## src/rtl/vga_timing_pkg.sv

```systemverilog
// Shared VGA 640x480@60 timing defaults, overlay digit indices and BCD helpers
// for the clock-display overlay path.
package vga_timing_pkg;

   localparam int unsigned H_ACTIVE_DEF = 640;
   localparam int unsigned H_FP_DEF     = 16;
   localparam int unsigned H_SYNC_DEF   = 96;
   localparam int unsigned H_BP_DEF     = 48;
   localparam int unsigned V_ACTIVE_DEF = 480;
   localparam int unsigned V_FP_DEF     = 10;
   localparam int unsigned V_SYNC_DEF   = 2;
   localparam int unsigned V_BP_DEF     = 33;

   localparam int unsigned NUM_DIGITS = 6;

   typedef enum logic [2:0] {
      DIG_H1 = 3'd0,
      DIG_H0 = 3'd1,
      DIG_M1 = 3'd2,
      DIG_M0 = 3'd3,
      DIG_S1 = 3'd4,
      DIG_S0 = 3'd5
   } digit_e;

   // Digit 0 (h1) lives in the most significant nibble of the 24-bit time word.
   function automatic logic [3:0] bcd_nibble(input logic [23:0] t, input logic [2:0] d);
      logic [4:0] lsb;
      lsb = 5'(20 - 4 * int'(d));
      return t[lsb +: 4];
   endfunction

   function automatic int unsigned digit_start(input int unsigned x0,
                                               input int unsigned pitch,
                                               input int unsigned gap,
                                               input int unsigned d);
      return x0 + d * pitch + (d >> 1) * gap;
   endfunction

endpackage

```

## src/rtl/vga_axis_counter.sv

```systemverilog
// One raster axis: wrapping position counter with a registered sync window
// decoded from the position the counter is about to take.
module vga_axis_counter #(
   parameter int unsigned TOTAL      = 800,
   parameter int unsigned SYNC_START = 656,
   parameter int unsigned SYNC_WIDTH = 96,
   parameter logic        SYNC_POL   = 1'b0,
   parameter int unsigned W          = 11
) (
   input  logic         clk,
   input  logic         rst_n,
   input  logic         en,
   input  logic         carry_in,
   output logic [W-1:0] count,
   output logic [W-1:0] count_nxt,
   output logic         wrap,
   output logic         sync
);

   localparam logic [W-1:0] LAST    = W'(TOTAL - 1);
   localparam logic [W-1:0] SYNC_LO = W'(SYNC_START);
   localparam logic [W-1:0] SYNC_HI = W'(SYNC_START + SYNC_WIDTH);

   always_comb begin
      wrap      = en && carry_in && (count == LAST);
      count_nxt = count;
      if (en && carry_in) begin
         count_nxt = wrap ? '0 : count + W'(1);
      end
   end

   always_ff @(posedge clk) begin
      if (!rst_n) begin
         count <= LAST;
         sync  <= ~SYNC_POL;
      end else if (en) begin
         count <= count_nxt;
         sync  <= (count_nxt >= SYNC_LO && count_nxt < SYNC_HI) ? SYNC_POL : ~SYNC_POL;
      end
   end

endmodule

```

## src/rtl/vga_overlay_sequencer.sv

```systemverilog
// VGA raster timing plus HH:MM:SS overlay scheduler: per pixel reports the digit
// under the beam, its frame-stable BCD value and glyph-relative row/column.
module vga_overlay_sequencer
   import vga_timing_pkg::*;
#(
   parameter int unsigned H_ACTIVE    = H_ACTIVE_DEF,
   parameter int unsigned H_FP        = H_FP_DEF,
   parameter int unsigned H_SYNC      = H_SYNC_DEF,
   parameter int unsigned H_BP        = H_BP_DEF,
   parameter int unsigned V_ACTIVE    = V_ACTIVE_DEF,
   parameter int unsigned V_FP        = V_FP_DEF,
   parameter int unsigned V_SYNC      = V_SYNC_DEF,
   parameter int unsigned V_BP        = V_BP_DEF,
   parameter logic        SYNC_POL    = 1'b0,
   parameter int unsigned OVL_X0      = 295,
   parameter int unsigned OVL_Y0      = 235,
   parameter int unsigned DIGIT_W     = 5,
   parameter int unsigned DIGIT_H     = 9,
   parameter int unsigned DIGIT_PITCH = 8,
   parameter int unsigned PAIR_GAP    = 2
) (
   input  logic        clk,
   input  logic        rst_n,
   input  logic        pix_en,
   input  logic [23:0] time_in,
   input  logic        time_valid,
   output logic        h_sinc,
   output logic        v_sinc,
   output logic        active,
   output logic [10:0] pix_x,
   output logic [10:0] pix_y,
   output logic        frame_start,
   output logic        ovl_hit,
   output logic [2:0]  digit_idx,
   output logic [3:0]  digit_bcd,
   output logic [2:0]  glyph_col,
   output logic [3:0]  glyph_row
);

   localparam int unsigned H_TOT = H_ACTIVE + H_FP + H_SYNC + H_BP;
   localparam int unsigned V_TOT = V_ACTIVE + V_FP + V_SYNC + V_BP;
   localparam int unsigned LAST_START = digit_start(OVL_X0, DIGIT_PITCH, PAIR_GAP, NUM_DIGITS - 1);

   localparam logic [10:0] X_ACT  = 11'(H_ACTIVE);
   localparam logic [10:0] Y_ACT  = 11'(V_ACTIVE);
   localparam logic [10:0] Y_OVL0 = 11'(OVL_Y0);
   localparam logic [10:0] Y_OVL1 = 11'(OVL_Y0 + DIGIT_H);

   if (LAST_START + DIGIT_W > H_ACTIVE || OVL_Y0 + DIGIT_H > V_ACTIVE) begin : g_geom_check
      $error("vga_overlay_sequencer: overlay does not fit inside the visible area");
   end

   logic [10:0] x_nxt;
   logic [10:0] y_nxt;
   logic        h_wrap;
   logic        v_wrap;

   vga_axis_counter #(
      .TOTAL      (H_TOT),
      .SYNC_START (H_ACTIVE + H_FP),
      .SYNC_WIDTH (H_SYNC),
      .SYNC_POL   (SYNC_POL),
      .W          (11)
   ) u_h_axis (
      .clk       (clk),
      .rst_n     (rst_n),
      .en        (pix_en),
      .carry_in  (1'b1),
      .count     (pix_x),
      .count_nxt (x_nxt),
      .wrap      (h_wrap),
      .sync      (h_sinc)
   );

   vga_axis_counter #(
      .TOTAL      (V_TOT),
      .SYNC_START (V_ACTIVE + V_FP),
      .SYNC_WIDTH (V_SYNC),
      .SYNC_POL   (SYNC_POL),
      .W          (11)
   ) u_v_axis (
      .clk       (clk),
      .rst_n     (rst_n),
      .en        (pix_en),
      .carry_in  (h_wrap),
      .count     (pix_y),
      .count_nxt (y_nxt),
      .wrap      (v_wrap),
      .sync      (v_sinc)
   );

   logic [23:0] snap_q;
   logic [23:0] stage_q;
   logic        pend_q;
   logic        commit;

   // Snapshot swaps exactly when the beam enters the first blanking line.
   assign commit = pix_en && (x_nxt == '0) && (y_nxt == Y_ACT);

   always_ff @(posedge clk) begin
      if (!rst_n) begin
         snap_q  <= '0;
         stage_q <= '0;
         pend_q  <= 1'b0;
      end else if (commit) begin
         if (time_valid) begin
            snap_q  <= time_in;
            stage_q <= time_in;
         end else if (pend_q) begin
            snap_q <= stage_q;
         end
         pend_q <= 1'b0;
      end else if (time_valid) begin
         stage_q <= time_in;
         pend_q  <= 1'b1;
      end
   end

   logic       act_nxt;
   logic       hit_nxt;
   logic [2:0] idx_nxt;
   logic [3:0] bcd_nxt;
   logic [2:0] col_nxt;
   logic [3:0] row_nxt;

   always_comb begin
      act_nxt = (x_nxt < X_ACT) && (y_nxt < Y_ACT);
      hit_nxt = 1'b0;
      idx_nxt = '0;
      bcd_nxt = '0;
      col_nxt = '0;
      row_nxt = '0;
      if (act_nxt && y_nxt >= Y_OVL0 && y_nxt < Y_OVL1) begin
         for (int unsigned d = int'(DIG_H1); d <= int'(DIG_S0); d++) begin
            if (x_nxt >= 11'(digit_start(OVL_X0, DIGIT_PITCH, PAIR_GAP, d)) &&
                x_nxt <  11'(digit_start(OVL_X0, DIGIT_PITCH, PAIR_GAP, d) + DIGIT_W)) begin
               hit_nxt = 1'b1;
               idx_nxt = 3'(d);
               bcd_nxt = bcd_nibble(snap_q, 3'(d));
               col_nxt = 3'(x_nxt - 11'(digit_start(OVL_X0, DIGIT_PITCH, PAIR_GAP, d)));
               row_nxt = 4'(y_nxt - Y_OVL0);
            end
         end
      end
   end

   always_ff @(posedge clk) begin
      if (!rst_n) begin
         active      <= 1'b0;
         frame_start <= 1'b0;
         ovl_hit     <= 1'b0;
         digit_idx   <= '0;
         digit_bcd   <= '0;
         glyph_col   <= '0;
         glyph_row   <= '0;
      end else if (pix_en) begin
         active      <= act_nxt;
         frame_start <= v_wrap;
         ovl_hit     <= hit_nxt;
         digit_idx   <= idx_nxt;
         digit_bcd   <= bcd_nxt;
         glyph_col   <= col_nxt;
         glyph_row   <= row_nxt;
      end
   end

endmodule

```

## config.mk

```make
export PLATFORM = sky130hd
export DESIGN_NAME = vga_overlay_sequencer
export DESIGN_NICKNAME = d
export VERILOG_FILES = /design/src/rtl/vga_timing_pkg.sv /design/src/rtl/vga_axis_counter.sv /design/src/rtl/vga_overlay_sequencer.sv
export SDC_FILE = /design/constraint.sdc
export NUM_CORES = 1
export LEC_CHECK = 0
export CAP_MARGIN = 20
export CELL_PAD_IN_SITES_DETAIL_PLACEMENT = 0
export CELL_PAD_IN_SITES_GLOBAL_PLACEMENT = 1
export CORE_ASPECT_RATIO = 1.5
export CORE_MARGIN = 10
export CORE_UTILIZATION = 37
export CTS_CLUSTER_SIZE = 30
export DETAILED_ROUTE_END_ITERATION = 8
export GPL_TIMING_DRIVEN = 0
export HOLD_SLACK_MARGIN = 0.12
export PLACE_DENSITY_LB_ADDON = 0.1
export REMOVE_ABC_BUFFERS = 1
export SYNTH_ARGS = -nofsm -noshare
export SYNTH_HDL_FRONTEND = slang
export SYNTH_SLANG_ARGS = --single-unit
```

## constraint.sdc

```tcl
create_clock -name clk -period 8 [get_ports clk]
set_input_delay 1.6 -clock clk [delete_from_list [all_inputs] [get_ports clk]]
set_output_delay 1.6 -clock clk [all_outputs]
set_load 0.02 [all_outputs]
```

Word-level counts from Yosys, hierarchy flattened
Index checks and enable logic that the tools add are counted.

word-level totals
  bits in registers = 90
  output and inout bits = 41

cells by class
  add/subtract/negate cells = 9
  $lt $le $gt $ge = 20
  eq/ne operators = 3
  mux-type cells = 42
  bitwise operators = 1
  reduce and logical (&&, ||, !) cells = 20

operator list
  kind                                                                  number
  < comparator 11 x 9 -> 1 bit (second input constant)                  8
  greater-or-equal comparator 11 x 9 -> 1 bit (second input constant)   7
  two-way mux 4 bit                                                     14
  two-way mux 24 bit                                                    2
  two-way mux 11 bit                                                    4
  two-way mux 3 bit                                                     12
  adder 11 x 1 -> 11 bit (second input constant)                        2
  == test 11 x 10 -> 1 bit (second input constant)                      2
  < comparator 11 x 10 -> 1 bit (second input constant)                 2
  logical AND 1 bit                                                     16
  == test 11 x 9 -> 1 bit (second input constant)                       1
  greater-or-equal comparator 11 x 10 -> 1 bit (second input constant)  1
  greater-or-equal comparator 11 x 8 -> 1 bit (second input constant)   1
  logical NOT 11 bit                                                    1
  < comparator 11 x 8 -> 1 bit (second input constant)                  1
  two-way mux 1 bit                                                     10
  subtractor 3 x 1 -> 3 bit (second input constant)                     2
  subtractor 3 x 2 -> 3 bit (second input constant)                     2
  subtractor 3 bit (second input constant)                              2
  subtractor 4 bit (second input constant)                              1
  AND reduction 2 bit                                                   1
  nonzero test 2 bit                                                    1
  OR reduction 2 bit                                                    1
  inverter 1 bit                                                        1

Logic depth before layout (Yosys ltp)
Gate-level depths: netlist of the first run.

  depth after elaboration = 14
  mapped depth = 15

Cells and area by module
From an unflattened synthesis of the first run, not the netlist that was laid out.

unflattened totals
  cells, all modules = 523
  area total of the unflattened synthesis = 4704.5 um2

modules (own cells, without submodules)
  module                       times used  cells each  area each (um2)
  vga_overlay_sequencer        1           340         3176.8
  vga_axis_counter (u_h_axis)  1           91          783.3
  vga_axis_counter (u_v_axis)  1           92          744.5

Worst setup path before layout of the first run
Ideal clock, no wire load.

  kind = input to register
  from = in pix_en
  to = reg glyph_col[1]
  library setup time = 0.060 ns
  arrival = 4.516 ns
  required time = 7.940 ns
  slack = 3.424 ns
  cell stages on the path = 14
  path through = and4_1 > buf_2 > nand4_1 > nand2_1 > mux2_2 > inv_1 > ha_1 > inv_1 > or3_1 > a311o_1 > a2111oi_1 > or3_1 > mux2_2 > a22o_1

on the way
  cells in the longest elaborated chain, start to end = 12
  elaborated cells on any way between the ends = 45
  classes of those cells = 6 x add/sub; 16 x order compare; 11 x mux; 12 x reduce/logical

ends and longest elaborated chain
  element                                                                                             RTL line                                                    source
  from (decl)                                                                                         vga_overlay_sequencer.sv:24                                 input logic pix_en,
  logical AND 1 bit                                                                                   vga_axis_counter.sv:25                                      wrap = en && carry_in && (count == LAST);
  two-way mux 11 bit                                                                                  vga_axis_counter.sv:28                                      count_nxt = wrap ? '0 : count + W'(1);
  two-way mux 11 bit (*)                                                                              vga_axis_counter.sv:27                                      if (en && carry_in) begin
  via u_h_axis.count_nxt[0]                                                                           vga_axis_counter.sv:15                                      output logic [W-1:0] count_nxt,
  greater-or-equal comparator 11 x 9 -> 1 bit / < comparator 11 x 9 -> 1 bit (equally long branches)  vga_overlay_sequencer.sv:135, vga_overlay_sequencer.sv:136
  logical AND 1 bit                                                                                   vga_overlay_sequencer.sv:135                                if (x_nxt >= 11'(digit_start(OVL_X0, DIGIT_PITCH, PAIR_GAP, d)) &&
  two-way mux 3 bit (6 in series)                                                                     vga_overlay_sequencer.sv:135
  two-way mux 3 bit (*)                                                                               vga_overlay_sequencer.sv:133                                if (act_nxt && y_nxt >= Y_OVL0 && y_nxt < Y_OVL1) begin
  to (signal assigned)                                                                                vga_overlay_sequencer.sv:162                                glyph_col <= col_nxt;
  to (decl)                                                                                           vga_overlay_sequencer.sv:36                                 output logic [2:0] glyph_col,

The timed path passes the listed nets; every way through them passes the cells marked *.
A chain may end at the register's enable or synchronous reset.

Worst setup path after layout of the first run
  from = in pix_en
  to = reg snap_q[6]

on the way
  cells in the longest elaborated chain, start to end = 8
  elaborated cells on any way between the ends = 12
  classes of those cells = 1 x eq/ne; 4 x mux; 7 x reduce/logical

ends and longest elaborated chain
  element                                   RTL line                                        source
  logical AND 1 bit                         vga_axis_counter.sv:25
  logical AND 1 bit                         vga_axis_counter.sv:25, vga_axis_counter.sv:27
  logical AND 1 bit                         vga_axis_counter.sv:25
  two-way mux 11 bit                        vga_axis_counter.sv:28
  two-way mux 11 bit                        vga_axis_counter.sv:27
  == test 11 x 9 -> 1 bit                   vga_overlay_sequencer.sv:98                     assign commit = pix_en && (x_nxt == '0) && (y_nxt == Y_ACT);
  logical AND 1 bit (*)                     vga_overlay_sequencer.sv:98
  AND reduction 2 bit (no source line) (*)  --
  to (signal assigned)                      vga_overlay_sequencer.sv:107                    snap_q <= time_in;
  to (signal assigned)                      vga_overlay_sequencer.sv:110                    snap_q <= stage_q;
  to (decl)                                 vga_overlay_sequencer.sv:92                     logic [23:0] snap_q;

Mark *: on every way between the ends. The rest lies on a longest branch, timed or not.

==> results of run 1 <==
logic make-up after synthesis:
group / Yosys count
AO/OA/AOI/OAI: 86
XOR/XNOR: 24
adder cells (fa/ha/maj): 8
buffers and inverters: 43
flip-flops: 90
multiplexers: 52
AND/OR/NAND/NOR: 215
synthesized netlist by cell type (all sizes together) (10+ instances only):
master / count
inv: 11
nor3: 11
xnor2: 14
xor2: 10
nand2: 58
and2: 35
nand4: 11
o21ai: 21
clkbuf: 16
nor2: 18
nand3: 12
dfxtp: 90
a21oi: 10
nor2b: 22
mux2i: 26
buf: 15
mux2: 26
layer usage:
layer / wire length (um) / vias up / global-route usage / share of wire
met1: 5340 / 1849 / 0.155 / 0.43
li1: - / 1956 / - / -
met2: 6400 / 86 / 0.240 / 0.51
met4: 202 / 0 / 0.0509 / 0.016
met5: 0 / - / 0 / 0
met3: 562 / 13 / 0.0321 / 0.045
worst paths after layout:
| path | start | to | slack, ps | cells past startpoint |
|---|---|---|---|---|
| worst min register to register | glyph_row[0] | glyph_row[0] | 450 | 2 |
| worst max-delay path | pix_en | snap_q[6] | 2010 | 12 |
| worst min-delay path | glyph_row[0] | glyph_row[0] | 450 | 2 |
| worst max register to register | u_h_axis.count[0] | snap_q[6] | 3410 | 12 |
layout make-up:
cell class | instances | area [um^2] | area share
clock buffer | 9 | 225 | 0.0380
clock inverter | 7 | 95.1 | 0.0160
inverter | 11 | 41.3 | 0.00696
tap | 159 | 199 | 0.0335
multi-input combinational | 385 | 2840 | 0.478
timing repair buffer | 74 | 734 | 0.124
sequential | 90 | 1800 | 0.304
tightest hold or removal path: cells and delay by family (launching register included):
| kind | cells | cell delay [ps] |
|---|---|---|
| compound gates | 1 | 50 |
| flops | 1 | 310 |
| simple gates | 1 | 50 |
stage by stage:
stage | util | hold WS, ps | area (um^2)
2_1_floorplan | - | 452 | 4680
3_3_place_gp | 0.429 | 436 | 5560
3_5_place_dp | 0.433 | 441 | 5610
4_1_cts | 0.458 | 451 | 5930
5_1_grt | 0.458 | 470 | 5930
6_report | 0.458 | 447 | 5930
power breakdown:
part / total (mW) / internal [mW] / switching (mW)
logic: 0.309 / 0.131 / 0.178
clock network: 0.449 / 0.252 / 0.197
registers: 0.498 / 0.467 / 0.0307
flip-flops by register name, summed over array words and instances, names as in the netlist:
name / cells
u_v_axis.count: 11
glyph_row: 4
pend_q: 1
frame_start: 1
snap_q: 24
glyph_col: 3
u_h_axis.sync: 1
stage_q: 24
u_v_axis.sync: 1
digit_idx: 3
ovl_hit: 1
digit_bcd: 4
active: 1
u_h_axis.count: 11
==> results by group, run 1 <==
Floorplanning
  • Core outline area: approximately 13000 um^2
  • Initial Utilization: 0.377
  • Die H: 161 um
  • Core Rows: 51
  • Area enclosed by the die boundary: ~18000 um^2
  • Die width: around 110 um
  • Ports placed on the boundary: around 70

Critical path
  • Number of buffer and inverter stages on the critical path: 3
  • Type of the worst setup path: in -> reg
  • Critical path's top delay family: simple AND/OR/NAND/NOR gates
  • Required time worst endpoint: about 8200 ps
  • Critical Path Sink Type: flip-flop
  • List of cells traversed by the critical path: clkdlybuf4s50_1 > and4_1 > nand4_1 > nand2_1 > mux2_2 > ha_1 > nand4_1 > or4_4 > nor4_4 > buf_6 > buf_6 > mux2_2
  • Critical Path AT: around 6200 ps
  • Crit path max fanout: 21
  • Largest stage delay, worst path: 920 ps
  • CP Launch Type: input port
  • Critical path's slowest cell: sky130_fd_sc_hd__clkdlybuf4s50_1

Placed design
  • Quantity of I/O buffers inserted on ports: 68
  • Final RePlAce weighted congestion: about 0.86
  • Post-DP HPWL: 9190 um
  • Cell count after placement: ~720
  • Worst slack, placed: about 1500 ps

Global routing
  • Vias in the first global route: 3966
  • Initial antenna violation count: 0
  • Largest net degree at the start of global routing: 64
  • Final global-route overflow total: 0
  • All-layer global routing usage: 0.137
  • Global-route wire length before repair: approximately 21000 um

Cells and area
  • Antenna diode count: 0
  • Most frequent standard cell in the layout excluding fill and tap cells: sky130_fd_sc_hd__dfxtp_1
  • # nets final: 607
  • Proportion of layout cells with a drive suffix above 1: 0.149
  • Filler instances: ~1300
  • Most frequent cells in the layout: sky130_fd_sc_hd__dfxtp_1, sky130_fd_sc_hd__clkdlybuf4s50_1, sky130_fd_sc_hd__nand2_1
  • Area growth from synthesis to final layout: 21.6%
  • Post-route non-filler standard cell count: 735

Run
  • # Max-Cap Violations: 0

STA
  • Worst clock skew on the final layout: just over 8 ps
  • Slack of the critical path: just over 2000 ps
  • Count of final hold-check violations: 0
  • Rel. slew slack: 0.377
  • Fmax: 0.167 GHz
  • Post-route setup TNS: 0 ps
  • Pins over their slew limit: 0
  • Clock period minus final worst setup slack: 5990 ps
  • Setup repair after global routing missed its margin: no
  • Final worst path period share: 0.749
  • Setup violators final: 0
  • Slew at the pin closest to its max-slew limit: ~930 ps

Synthesis
  • Mapped Avg Cell Area: around 9.4 um^2
  • Basic-gate share of the synthesized area counting and, or, nand and nor cells: 0.258
  • Sequential-to-total area share from yosys stat: 0.369
  • XOR/XNOR Fraction of Synth Area: 0.0431
  • Count of flip-flops with a built-in enable after synthesis: 0
  • Synth Register Bits: 90
  • Synth unique cells: 79
  • Leading cell types by total area after synthesis: sky130_fd_sc_hd__dfxtp_1, sky130_fd_sc_hd__mux2_4, sky130_fd_sc_hd__mux2i_1
  • Synth Area in Compound Gates: 0.132
  • Combinational family with the most area after synthesis: simple AND/OR/NAND/NOR gates
  • Post-synthesis instance area: ~4900 um^2
  • Fraction of synthesis flops using an asynchronous set or reset pin: 0
  • Area share of the largest cell type after synthesis: 0.369
  • Prevailing post-synth register cell: sky130_fd_sc_hd__dfxtp_1
  • Syn. warnings: 0
  • Post-synthesis cell type with the largest combined area: sky130_fd_sc_hd__dfxtp_1
  • Mux contribution to synthesized area: 0.129
  • Number of instances in the synthesized netlist: 518
  • Fraction of the mapped netlist area in adder cells: 0.0205

CTS
  • Clock Sinks: 90
  • Clock slew at reported path FFs: around 70 ps
  • Post-CTS resize count: 0
  • Buffer cell driving the clock tree root: sky130_fd_sc_hd__clkbuf_16
  • Cts-stage hold buffer count: 0
  • TritonCTS clock tree: built
  • Buffer levels on the longest clock path: 2
  • TritonCTS Buffers: 9
  • Post-CTS repair timing setup buffer count: 0
  • Number of H-tree branching levels: 3
  • Latest clock arrival within the worst-skew pair: roughly 340 ps

Worst hold path
  • Worst min-delay path class: reg -> reg

Routing
  • Drt pass-1 iters: 4
  • Initial drt markers: about 140
  • Via count: ~4000
  • DRC errors left: 0
  • Detailed-route wire length: 12500 um
  • Routed len/inst: 17.0 um
  • Mean number of vias per cell: approximately 5.3
  • Number of nets with antenna violations after routing: 0

Power
  • Peak supply drop: about 93 uV
  • Total leakage power: ~2.3 nW
  • Power per cell area: about 210 nW/um^2
  • Tot Pwr: 1.26 mW

Outcome
  • Result of the run: completed
No activity file was read; power rests on OpenSTA's default activity.
==> inputs of run 2 (changes only) <==
clock period = 5.2 ns   (was 8 ns; I/O delays follow)
==> run 2 against run 1 <==
Worst setup slack lost 1600 ps. Via count is essentially flat. Clock power grew 53%. Count of clock-buffer cells in the layout stayed put. Largest cell class unchanged. Highest routed layer unchanged. Design area barely moved.
==> results by group, run 2 (synthesized netlist as in run 1, its figures left out) <==
CTS
  • Clock slew at reported path FFs: 70 ps (about the same)
  • TritonCTS clock tree: built
  • Post-CTS repair timing setup buffer count: 0 (unchanged)
  • TritonCTS Buffers: 9 (unchanged)
  • Cts-stage hold buffer count: 0 (unchanged)
  • Buffer levels on the longest clock path: 2 (unchanged)
  • Buffer cell driving the clock tree root: sky130_fd_sc_hd__clkbuf_16
  • Number of H-tree branching levels: 3 (unchanged)
  • Latest clock arrival within the worst-skew pair: 340 ps (about the same)
  • Clock Sinks: 90 (unchanged)

Critical path
  • CP Launch Type: input port
  • Critical Path Sink Type: flip-flop
  • Worst setup slack for register-to-register paths: 690 ps (-2720 ps)
  • Reg-to-Reg End: snap_q[6]
  • Required time worst endpoint: 5430 ps (-2800 ps)
  • Type of the worst setup path: in -> reg
  • List of cells traversed by the critical path: clkdlybuf4s15_2 > and4_1 > nand4_1 > nand2_1 > mux2_2 > ha_1 > nand4_1 > or4_4 > nor4_4 > buf_6 > buf_6 > mux2_2
  • Startpoint of the worst-slack reg-to-reg timing path: u_h_axis.count[0]
  • Worst Reg2Reg Path Length in Cells: 12 (unchanged)
  • Crit path max fanout: 21 (unchanged)
  • Critical Path AT: 5040 ps (-1180 ps)
  • Largest stage delay, worst path: 550 ps (-370 ps)
  • Critical path's slowest cell: sky130_fd_sc_hd__or4_4

Placed design
  • Post-DP HPWL: 9190 um (unchanged)
  • Cell area after placement: 5610 um^2 (unchanged)
  • Worst slack, placed: -707 ps (-2240 ps)
  • Final RePlAce weighted congestion: 0.861 (unchanged)
  • Quantity of I/O buffers inserted on ports: 68 (unchanged)

STA
  • Slack of the critical path: 390 ps (-1620 ps)
  • Post-route setup TNS: 0 ps (unchanged)
  • Worst clock skew on the final layout: 8.88 ps (+0.815 ps)
  • Worst hold slack: 447 ps (+0.00100 ps)
  • Slew at the pin closest to its max-slew limit: 928 ps (-0.000417 ps)
  • Setup violators final: 0 (unchanged)
  • Rel. slew slack: 0.377 (about the same)
  • Final worst path period share: 0.925
  • Setup repair after global routing missed its margin: no
  • Fmax: 0.208 GHz
  • Pins over their slew limit: 0 (unchanged)
  • Clock period minus final worst setup slack: slightly below 5000 ps
  • Count of final hold-check violations: 0 (unchanged)

Cells and area
  • Proportion of layout cells with a drive suffix above 1: 0.151 (+0.00174)
  • # nets final: 607 (unchanged)
  • Post-layout instance area: 5940 um^2 (about the same)
  • Area growth from synthesis to final layout: 21.6% (about the same)
  • Antenna diode count: 0 (unchanged)
  • Most frequent cells in the layout: sky130_fd_sc_hd__dfxtp_1, sky130_fd_sc_hd__clkdlybuf4s50_1, sky130_fd_sc_hd__nand2_1
  • Most frequent standard cell in the layout excluding fill and tap cells: sky130_fd_sc_hd__dfxtp_1
  • Filler instances: 1270 (+0.16%)
  • Registers with the highest flip-flop counts: snap_q (24), stage_q (24)

Global routing
  • Final global-route overflow total: 0 (unchanged)
  • Global-route wire length before repair: 20600 um (unchanged)
  • All-layer global routing usage: 0.137 (unchanged)
  • Largest net degree at the start of global routing: 64 (unchanged)
  • Initial antenna violation count: 0 (unchanged)
  • Vias in the first global route: 3966 (unchanged)

Worst hold path
  • Worst-case hold path end point: glyph_row[0]
  • Worst min-delay path class: reg -> reg
  • Worst min-delay path startpoint: glyph_row[0]
  • Hold path cells: 2 (unchanged)

Floorplanning
  • Area enclosed by the die boundary: 18300 um^2 (unchanged)
  • Core outline area: 13000 um^2 (unchanged)
  • Ports placed on the boundary: 69 (unchanged)
  • Die H: 161 um (unchanged)
  • Initial Utilization: 0.377 (unchanged)
  • Die width: 114 um (unchanged)
  • Core Rows: 51 (unchanged)

Power
  • Power per cell area: 325 nW/um^2 (+54%)
  • Tot Pwr: 1.93 mW (+54%)
  • Total leakage power: 2.32 nW (about the same)
  • Peak supply drop: 141 uV (+52%)

Routing
  • Drt pass-1 iters: 4 (unchanged)
  • Mean number of vias per cell: 5.31 (about the same)
  • Via count: 3902 (-0.051%)
  • Routed len/inst: 17.0 um (about the same)
  • Number of nets with antenna violations after routing: 0 (unchanged)
  • DRC errors left: 0 (unchanged)
  • Detailed-route wire length: 12500 um (about the same)
  • Initial drt markers: 135 (unchanged)

Outcome
  • Result of the run: completed

Run
  • # Max-Cap Violations: 0 (unchanged)
run 2: repair_timing:
| item | CTS | global route |
|---|---|---|
| pin swaps | 0 | 1 |
| setup endpoints to repair | 18 | 4 |
| resized for setup | 3 | 0 |
run 2: report_power, final:
group	internal, mW	switching [mW]
Sequential	0.718	0.0472
Combinational	0.201	0.274
Clock	0.387	0.303
Total	1.31	0.624
run 2: area by class of cell:
class,instances,area [um^2],area share
Clock buffer,9,225,0.0379
Clock inverter,7,95.1,0.0160
Inverter,11,41.3,0.00696
Multi-Input combinational cell,385,2840,0.478
Sequential cell,90,1800,0.304
Tap cell,159,199,0.0335
Timing Repair Buffer,74,736,0.124
run 2: metal layers:
layer / up-vias / GRT usage / routed length (um)
met1: 1853 / 0.155 / 5340
met3: 10 / 0.0321 / 554
met4: 0 / 0.0509 / 161
met2: 84 / 0.240 / 6440
li1: 1955 / - / -
met5: - / 0 / 0
run 2: worst max-delay path, delay by kind of cell:
family	cells	cell delay, ps
AND/OR/NAND/NOR	6	2360
adder cells (fa/ha/maj)	1	210
buffers and inverters	3	850
multiplexers	2	540
run 2: worst max-delay path by stage:
stage                     cells past startpoint         to   start  slack [ps]
after floorplan                               9  snap_q[3]  pix_en         730
after global placement                       10  snap_q[5]  pix_en       -1210
after detailed placement                     12  snap_q[6]  pix_en        -710
after CTS                                    12  snap_q[6]  pix_en         220
after global routing                         11  snap_q[3]  pix_en          30
final                                        12  snap_q[6]  pix_en         390
run 2: per-stage QoR:
stage                      util  instances
final                     0.458        735
after global routing      0.458        735
after CTS                 0.458        735
after detailed placement  0.433        719
after global placement    0.429        713
after floorplan               -        486
==> inputs of run 3 (changes only) <==
SETUP_SLACK_MARGIN = 0.4   (was default)
==> run 3 against run 2 <==
Worst hold slack hardly changed. Final cell count is 0.14% higher. Via count is 0.21% lower. Clock skew is 1.2 ps lower. Sequential power hardly changed. Maximum frequency is 7.6% higher. Sequential cell count stayed put. Critical endpoint is now glyph_row[3]. Highest routed layer unchanged.
==> results by group, run 3 (synthesized netlist as in run 1, its figures left out) <==
Routing
  • Via count: 3894 (-0.21%)
  • DRC errors left: 0 (unchanged)
  • Routed len/inst: 17.0 um (-0.14%)
  • Mean number of vias per cell: 5.29 (-0.34%)
  • Drt pass-1 iters: 4 (unchanged)
  • Number of nets with antenna violations after routing: 0 (unchanged)
  • Detailed-route wire length: 12500 um (unchanged)
  • Initial drt markers: 146 (+8.1%)

Placed design
  • Final RePlAce weighted congestion: 0.861 (unchanged)
  • Quantity of I/O buffers inserted on ports: 68 (unchanged)
  • Cell count after placement: 719 (unchanged)
  • Post-DP HPWL: 9190 um (unchanged)
  • Cell area after placement: 5610 um^2 (unchanged)

Cells and area
  • Most frequent standard cell in the layout excluding fill and tap cells: sky130_fd_sc_hd__dfxtp_1
  • Area of combinational cells with multiple inputs: 2840 um^2 (unchanged)
  • Sequential standard cell area: 1800 um^2 (unchanged)
  • Filler instances: 1271 (+0.079%)
  • Post-layout instance area: 5940 um^2 (+0.13%)
  • Post-route non-filler standard cell count: 736 (+0.14%)
  • Registers with the highest flip-flop counts: snap_q (24), stage_q (24)
  • Antenna diode count: 0 (unchanged)
  • # nets final: 608 (+0.16%)
  • Most frequent cells in the layout: sky130_fd_sc_hd__dfxtp_1, sky130_fd_sc_hd__clkdlybuf4s50_1, sky130_fd_sc_hd__nand2_1
  • Area growth from synthesis to final layout: 21.8%
  • Proportion of layout cells with a drive suffix above 1: 0.153 (+0.00147)

Global routing
  • Vias in the first global route: 3969 (+0.076%)
  • Final global-route overflow total: 0 (unchanged)
  • All-layer global routing usage: 0.137 (+0.000153)
  • Largest net degree at the start of global routing: 64 (unchanged)
  • Global-route wire length before repair: 20600 um (about the same)
  • Initial antenna violation count: 0 (unchanged)

Critical path
  • Worst setup slack for register-to-register paths: 1060 ps (+370 ps)
  • Required time worst endpoint: 5480 ps (+50 ps)
  • Crit path max fanout: 21 (unchanged)
  • CP Launch Type: input port
  • Critical Path AT: 4750 ps (-290 ps)
  • Critical Path Sink Type: flip-flop
  • Type of the worst setup path: in -> reg

STA
  • Setup repair after global routing missed its margin: no
  • Count of final hold-check violations: 0 (unchanged)
  • Clock period minus final worst setup slack: 4470 ps (-339 ps)
  • Setup violators final: 0 (unchanged)
  • Pins over their slew limit: 0 (unchanged)
  • Worst clock skew on the final layout: 7.69 ps (-1.19 ps)
  • Fmax: 0.224 GHz (+7.6%)
  • Final worst path period share: 0.860 (-0.0652)
  • Slew at the pin closest to its max-slew limit: 929 ps (+1.09 ps)
  • Rel. slew slack: 0.377 (-0.000733)

Floorplanning
  • Die width: 114 um (unchanged)
  • Ports placed on the boundary: 69 (unchanged)
  • Core outline area: 13000 um^2 (unchanged)
  • Area enclosed by the die boundary: 18300 um^2 (unchanged)
  • Initial Utilization: 0.377 (unchanged)
  • Core Rows: 51 (unchanged)
  • Die H: 161 um (unchanged)

Power
  • Total leakage power: 2.32 nW (+0.24%)
  • Power per cell area: 325 nW/um^2 (about the same)
  • Peak supply drop: 145 uV (+2.4%)

CTS
  • Latest clock arrival within the worst-skew pair: 350 ps (about the same)
  • Buffer cell driving the clock tree root: sky130_fd_sc_hd__clkbuf_16
  • Buffer levels on the longest clock path: 2 (unchanged)
  • Clock Sinks: 90 (unchanged)
  • TritonCTS clock tree: built
  • Number of H-tree branching levels: 3 (unchanged)
  • TritonCTS Buffers: 9 (unchanged)
  • Clock slew at reported path FFs: 70 ps (about the same)

Run
  • # Max-Cap Violations: 0 (unchanged)

Outcome
  • Result of the run: completed

Worst hold path
  • Worst min-delay path class: reg -> reg
## run 3: cell count changes in the layout (fill, tap and decap cells not counted)
cell | before | now
sky130_fd_sc_hd__buf_4 | 0 | 1
## run 3: critical path: stages
cell and delay, ps:
sky130_fd_sc_hd__clkdlybuf4s15_2 360, sky130_fd_sc_hd__and4_1 330, sky130_fd_sc_hd__nand4_1 430, sky130_fd_sc_hd__nand2_1 100, sky130_fd_sc_hd__mux2_2 300, sky130_fd_sc_hd__inv_1 120
sky130_fd_sc_hd__ha_1 260, sky130_fd_sc_hd__inv_1 90, sky130_fd_sc_hd__or3_1 340, sky130_fd_sc_hd__a311o_1 310, sky130_fd_sc_hd__a2111oi_1 370, sky130_fd_sc_hd__buf_2 250
sky130_fd_sc_hd__or3_1 150, sky130_fd_sc_hd__o21ai_2 110, sky130_fd_sc_hd__o21ai_1 180
## run 3: repair_timing
action,CTS,global route
setup buffers,1,0
hold buffers,0,0
resized for setup,3,0
endpoints found under the setup margin,35,0
## run 3: worst paths after layout
kind / startpoint / endpoint / depth (start not counted)
setup / recovery: pix_en / glyph_row[3] / 15
hold / removal: glyph_row[0] / glyph_row[0] / 2
setup reg to reg: u_h_axis.count[0] / glyph_row[3] / 15
hold reg to reg: glyph_row[0] / glyph_row[0] / 2
## run 3: power breakdown
part           internal [mW]  switching (mW)  total [mW]
Sequential             0.718          0.0472       0.766
Clock                  0.387           0.305       0.692
Combinational          0.201           0.274       0.475
## run 3: cell type report
cell class | count | area share
clock inverters | 7 | 0.0160
flip-flops and latches | 90 | 0.303
clock buffers | 9 | 0.0379
well taps | 159 | 0.0335
inverters | 11 | 0.00695
multi-input cells | 385 | 0.477
repair buffers | 75 | 0.125
## run 3: metal layers
metal  global-route usage  routed length, um
met4               0.0509                218
met5                    0                  0
met3               0.0321                524
met2                0.240               6360
met1                0.156               5400
## run 3: per-stage QoR
step | util | TNS [ps] | hold WS (ps) | setup WS [ps] | power, mW
floorplan | - | 0 | 452 | 727 | 1.09
global route | 0.459 | 0 | 470 | 428 | 2.04
finish | 0.459 | 0 | 447 | 729 | 1.93
CTS | 0.459 | 0 | 451 | 675 | 1.96
global placement | 0.429 | -34780 | 436 | -1210 | 1.25
detailed placement | 0.433 | -13620 | 441 | -707 | 1.26
